<file path="src/rtl/div_pkg.sv">
// rtl/div_pkg.sv - shared types and constants for the divide sequencer and divider
package div_pkg;

   // Sequencer control states
   typedef enum logic [2:0] {
      IDLE   = 3'd0,
      START  = 3'd1,
      BUSY   = 3'd2,
      RESULT = 3'd3,
      DRAIN  = 3'd4
   } div_state_t;

   // Bit positions inside the 4-bit divider flag word
   localparam int FLAG_Z = 0;
   localparam int FLAG_N = 1;
   localparam int FLAG_V = 3;

   // Default watchdog limit in cycles; must exceed worst-case divider latency
   localparam int DIV_TIMEOUT_DEFAULT = 48;

endpackage

</file>
<file path="src/rtl/div_sequencer.sv">
// rtl/div_sequencer.sv - issue/writeback sequencer around the integer divider (option: DIVSEQ_TIMEOUT_EN)
module div_sequencer
   import div_pkg::*;
#(
   parameter int BW      = 32,
   parameter int TIMEOUT = DIV_TIMEOUT_DEFAULT
) (
   input  logic          i_clk,
   input  logic          i_reset,
   input  logic          i_op_stb,
   input  logic          i_op_signed,
   input  logic [BW-1:0] i_op_a,
   input  logic [BW-1:0] i_op_b,
   input  logic [4:0]    i_op_reg,
   output logic          o_op_busy,
   input  logic          i_clear,
   output logic          o_div_wr,
   output logic          o_div_signed,
   output logic [BW-1:0] o_div_num,
   output logic [BW-1:0] o_div_den,
   input  logic          i_div_busy,
   input  logic          i_div_valid,
   input  logic          i_div_err,
   input  logic [BW-1:0] i_div_quotient,
   input  logic [3:0]    i_div_flags,
   output logic          o_wb_valid,
   output logic [4:0]    o_wb_reg,
   output logic [BW-1:0] o_wb_data,
   output logic [3:0]    o_wb_flags,
   output logic          o_wb_err,
   input  logic          i_wb_ack
);

   div_state_t    state_q, state_d;
   logic          div_signed_q, div_signed_d;
   logic [BW-1:0] div_num_q, div_num_d;
   logic [BW-1:0] div_den_q, div_den_d;
   logic          wb_valid_q, wb_valid_d;
   logic          wb_err_q, wb_err_d;
   logic [BW-1:0] wb_data_q, wb_data_d;
   logic [3:0]    wb_flags_q, wb_flags_d;
   logic [4:0]    wb_reg_q, wb_reg_d;
   logic          div_wr;

`ifdef DIVSEQ_TIMEOUT_EN
   localparam logic [5:0] TO_LIMIT = 6'(TIMEOUT - 1);
   logic [5:0] cnt_q, cnt_d;
   logic       timeout;
`endif

   // Next-state, start strobe and result-register updates
   always_comb begin
      state_d      = state_q;
      div_signed_d = div_signed_q;
      div_num_d    = div_num_q;
      div_den_d    = div_den_q;
      wb_valid_d   = wb_valid_q;
      wb_err_d     = wb_err_q;
      wb_data_d    = wb_data_q;
      wb_flags_d   = wb_flags_q;
      wb_reg_d     = wb_reg_q;
      div_wr       = 1'b0;
`ifdef DIVSEQ_TIMEOUT_EN
      timeout      = (cnt_q == TO_LIMIT);
`endif

      case (state_q)
         IDLE: begin
            if (i_op_stb && !i_clear) begin
               div_signed_d = i_op_signed;
               div_num_d    = i_op_a;
               div_den_d    = i_op_b;
               wb_reg_d     = i_op_reg;
               if (i_op_b == '0) begin
                  // Divide by zero never reaches the divider
                  wb_valid_d = 1'b1;
                  wb_err_d   = 1'b1;
                  wb_data_d  = '0;
                  wb_flags_d = 4'h0;
                  state_d    = RESULT;
               end else begin
                  state_d = START;
               end
            end
         end
         START: begin
            // Hold the strobe off while the divider is still finishing older work
            if (!i_div_busy) begin
               div_wr  = 1'b1;
               state_d = i_clear ? DRAIN : BUSY;
            end else if (i_clear) begin
               state_d = IDLE;
            end
         end
         BUSY: begin
            if (i_clear) begin
               state_d = i_div_valid ? IDLE : DRAIN;
            end else if (i_div_valid) begin
               wb_valid_d = 1'b1;
               wb_err_d   = i_div_err;
               wb_data_d  = i_div_quotient;
               wb_flags_d = i_div_flags;
               state_d    = RESULT;
            end
`ifdef DIVSEQ_TIMEOUT_EN
            else if (timeout) begin
               wb_valid_d = 1'b1;
               wb_err_d   = 1'b1;
               wb_data_d  = '0;
               wb_flags_d = 4'h0;
               state_d    = RESULT;
            end
`endif
         end
         RESULT: begin
            if (i_clear || i_wb_ack) begin
               wb_valid_d = 1'b0;
               state_d    = IDLE;
            end
         end
         DRAIN: begin
            if (i_div_valid) begin
               state_d = IDLE;
            end
`ifdef DIVSEQ_TIMEOUT_EN
            else if (timeout) begin
               state_d = IDLE;
            end
`endif
         end
         default: begin
            state_d    = IDLE;
            wb_valid_d = 1'b0;
         end
      endcase

`ifdef DIVSEQ_TIMEOUT_EN
      // Watchdog restarts on every state change and only runs while waiting on the divider
      cnt_d = 6'd0;
      if ((state_q == BUSY || state_q == DRAIN) && state_d == state_q) begin
         cnt_d = cnt_q + 6'd1;
      end
`endif
   end

   // State and datapath registers with synchronous reset
   always_ff @(posedge i_clk) begin
      if (i_reset) begin
         state_q      <= IDLE;
         div_signed_q <= 1'b0;
         div_num_q    <= '0;
         div_den_q    <= '0;
         wb_valid_q   <= 1'b0;
         wb_err_q     <= 1'b0;
         wb_data_q    <= '0;
         wb_flags_q   <= 4'h0;
         wb_reg_q     <= 5'd0;
      end else begin
         state_q      <= state_d;
         div_signed_q <= div_signed_d;
         div_num_q    <= div_num_d;
         div_den_q    <= div_den_d;
         wb_valid_q   <= wb_valid_d;
         wb_err_q     <= wb_err_d;
         wb_data_q    <= wb_data_d;
         wb_flags_q   <= wb_flags_d;
         wb_reg_q     <= wb_reg_d;
      end
   end

`ifdef DIVSEQ_TIMEOUT_EN
   // Watchdog counter register
   always_ff @(posedge i_clk) begin
      if (i_reset) begin
         cnt_q <= 6'd0;
      end else begin
         cnt_q <= cnt_d;
      end
   end
`endif

   assign o_op_busy    = (state_q != IDLE);
   assign o_div_wr     = div_wr;
   assign o_div_signed = div_signed_q;
   assign o_div_num    = div_num_q;
   assign o_div_den    = div_den_q;
   assign o_wb_valid   = wb_valid_q;
   assign o_wb_reg     = wb_reg_q;
   assign o_wb_data    = wb_data_q;
   assign o_wb_flags   = wb_flags_q;
   assign o_wb_err     = wb_err_q;

`ifdef FORMAL
   logic wr_pending_q;

   // Track an issued divide until its result strobe returns
   always_ff @(posedge i_clk) begin
      if (i_reset) begin
         wr_pending_q <= 1'b0;
      end else if (o_div_wr) begin
         wr_pending_q <= 1'b1;
      end else if (i_div_valid) begin
         wr_pending_q <= 1'b0;
      end
   end

   a_no_wr_busy: assert property (@(posedge i_clk) disable iff (i_reset) !(o_div_wr && i_div_busy));
   a_no_wr_after_reset: assert property (@(posedge i_clk) i_reset |=> !o_div_wr);
   a_single_wr: assert property (@(posedge i_clk) disable iff (i_reset) o_div_wr |-> !wr_pending_q);
   a_valid_expected: assert property (@(posedge i_clk) disable iff (i_reset)
      i_div_valid |-> (state_q == BUSY || state_q == DRAIN));
`endif

endmodule

</file>
<file path="config.mk">
export PLATFORM = sky130hd
export DESIGN_NAME = div_sequencer
export DESIGN_NICKNAME = d
export VERILOG_FILES = /design/src/rtl/div_pkg.sv /design/src/rtl/div_sequencer.sv
export SDC_FILE = /design/constraint.sdc
export NUM_CORES = 1
export LEC_CHECK = 0
export BUFFER_PORTS_ARGS = -buffer_cell sky130_fd_sc_hd__buf_2
export CAP_MARGIN = 15
export CORE_UTILIZATION = 44
export DETAILED_ROUTE_END_ITERATION = 10
export GPL_TIMING_DRIVEN = 0
export PLACE_DENSITY = 0.8
export SYNTH_ARGS = -nofsm -noshare
export SYNTH_HDL_FRONTEND = slang
export SYNTH_SLANG_ARGS = --single-unit
</file>
<file path="constraint.sdc">
create_clock -name i_clk -period 2.5 [get_ports i_clk]
set_clock_uncertainty 0.1 [all_clocks]
set_input_delay 0.5 -clock i_clk [delete_from_list [all_inputs] [get_ports i_clk]]
set_output_delay 0.5 -clock i_clk [all_outputs]
set_load 0.02 [all_outputs]
</file>
==> flow_summary.yaml <==
run_status:
  status: "finished, final reports clean"
clock_tree:
  cts_inserted_buffers: 9
  cts_hold_buf: 0
  cts_root_buf: "clkbuf_8"
  clk-insertion-delay-late_ns: 0.35
  post_cts_resized: 0
  path_clk_slew_ns: 0.10
  post_cts_buffers: 0
  clock-sinks: 111
  htree_levels: 3
  ctsLongestPathBuffers: 2
  cts_tree: "built"
die:
  fp-row-count: 34
  start_util: 0.455
  die_area_mm2: 0.00946
  die-width_um: 97.2
  die_h_um: 97.2
  io_pins: 224
  coreArea_mm2: 0.00876
timing:
  min_period_ns: 2.16
  setup_viol: 0
  hold_viol: 0
  slew_viol_final: 0
  slew-limit-headroom: 0.598
  fmax_ghz: 0.464
  post-route-period-util: 0.863
  tightest_slew_ns: 0.603
  rsz0062_at_grt: "no"
global_route:
  track_usage: 0.239
  grt_pass1_vias: 3963
  grt_overflow: 0
  grt_pass1_wl_um: 18500
  grt_max_degree: 19
  antenna_found_initial: 0
yosys:
  ys_seq_area_frac: 0.557
  synth_top_cell_by_area: "dfxtp_1"
  synth_cells: 450
  yosys_warnings: 0
  synth.avg_cell_area_um2: 8.87
  yosys-top-cells-area: "dfxtp_1, nand2_1, a21oi_1, a32o_1, clkbuf_1"
  synth_nets: 564
  synth_cell_types: 29
  synth_top_area_share: 0.557
  ys_seq_elements: 111
  synth_area_mm2: 0.00399
setup_path:
  crit_buf_inv: 3
  max_stage_delay_ns: 0.47
  crit_type: "in -> reg"
  ff2ff_setup_slack_ns: 0.46
  startpoint_type: "input pin"
  crit_fanout: 10
  critPathArrivalTime_ns: 2.30
  slowest_stage: "nor4_1"
  worstSetupEndpointType: "register"
  required_ns: 2.65
  critPathTopFamily: "simple AND/OR/NAND/NOR gates"
  path_cells: "buf_2, nor4_1, nand2_1, nor4_1, o21bai_1, buf_6, buf_6, a32o_1"
routing:
  routed_wirelength_um: 11500
  dr.pass1.iters: 5
  post_drt_wl_per_cell_um: 14.5
  detail_route.drc_violations: 0
  vias: 4141
  ant_nets: 0
  drt_iter0_drc: 112
  vias_per_cell: 5.20
finish:
  nets: 798
  layoutNonFillerInstCount: 797
  final_cell_mix: "buf_2, nand2_1, dfxtp_1, a21oi_1, a32o_1"
  drive_above_1_share: 0.379
  fillers: 776
  syn_to_final_growth_pct: 36.2
  mostFrequentLayoutCell: "buf_2"
  diodes: 0
  fin_area_mm2: 0.00544
power_and_ir_drop:
  p_seq_frac: 0.528
  p_sw_mw: 1.03
  ir_worst_vdd_v: 0.000297
  clkPwrFrac: 0.298
  sw_frac_of_total: 0.289
  p_leak_nw: 2.55
  p_int_mw: 2.55
  p_per_area_mw_per_mm2: 658
  pwr-share-comb: 0.174
placement:
  gp_congestion: 0.863
  dp_cells: 781
  io_buffer_count: 223
  dp_hpwl_um: 8900
  placed_area_mm2: 0.00524
flow_run:
  cap_violations: 0
worst_hold_path:
  hold_class: "in -> reg"
synth_stat cells:
library cell and number:
nand3_1 1, nor2_1 5, nand3b_1 1, and4bb_4 1
inv_2 1, clkbuf_1 19, a2111o_1 1, o21bai_1 1
nor3_1 1, or3b_1 2, buf_6 5, o21a_1 1
clkinv_1 1, or2_1 1, o21ai_0 2, inv_1 2
a32o_1 36, nand2b_1 3, a211o_1 2, a21oi_1 77
a221oi_2 2, dfxtp_1 111, nor2_2 1, and3_1 1
buf_2 12, nand2_1 148, o21ai_1 1, nor2b_1 2
nor4_1 9
cell families after synthesis:
kind of cell           synth area share
and+or+nand+nor                   0.183
AOI/OAI and AO/OA                 0.209
DFF                               0.557
buffers and inverters            0.0508
layer usage:
layer | vias up | wire (um) | global-route usage
met1 | 1903 | 4650 | 0.279
met2 | 198 | 5590 | 0.413
met4 | 0 | 224 | 0.0769
met3 | 19 | 1070 | 0.0791
met5 | - | 0 | 0
li1 | 2021 | - | -
power groups by stage:
stage          clock, mW  combinational [mW]  sequential, mW
2_1_floorplan          0               0.268            2.02
3_3_place_gp           0               0.606            1.92
3_5_place_dp           0               0.622            1.93
4_1_cts             1.09               0.625            1.89
5_1_grt             1.17               0.683            1.90
6_report            1.07               0.623            1.89
worst register-to-register path, cell delays in order, from the launching register on:
cell and delay (ns):
dfxtp_1 0.34, buf_6 0.14, or2_1 0.25, nor2_1 0.21, inv_2 0.08, nor2_2 0.34, buf_2 0.29, nand2_1 0.10
a21oi_1 0.14
layout make-up:
cell class / instances / area (um^2) / area share
flip-flops and latches: 111 / 2220 / 0.409
multi-input cells: 299 / 1570 / 0.288
repair buffers: 223 / 1120 / 0.205
plain buffers: 36 / 188 / 0.0345
well taps: 108 / 135 / 0.0249
clock buffers: 9 / 124 / 0.0228
clock inverters: 7 / 70.1 / 0.0129
inverters: 4 / 15.0 / 0.00276
final timing paths:
path,start,end,depth (start not counted)
worst min register to register,o_div_den[27],o_div_den[27],2
worst max register to register,state_q[1],o_div_den[31],8
worst max-delay path,i_op_b[3],o_wb_data[25],8
worst min-delay path,i_div_quotient[12],o_wb_data[12],2
per-stage QoR:
stage | hold slack, ns | TNS [ns] | power [mW] | utilization | setup WS (ns)
global route | 0.227 | 0 | 3.75 | 0.620 | 0.257
detailed placement | 0.343 | -0.194 | 2.55 | 0.598 | -0.0192
floorplan | 0.435 | 0 | 2.29 | - | 0.506
finish | 0.243 | 0 | 3.58 | 0.620 | 0.343
global placement | 0.339 | -0.0316 | 2.53 | 0.598 | -0.00583
CTS | 0.227 | 0 | 3.61 | 0.620 | 0.348
No activity file was read; power rests on OpenSTA's default activity.
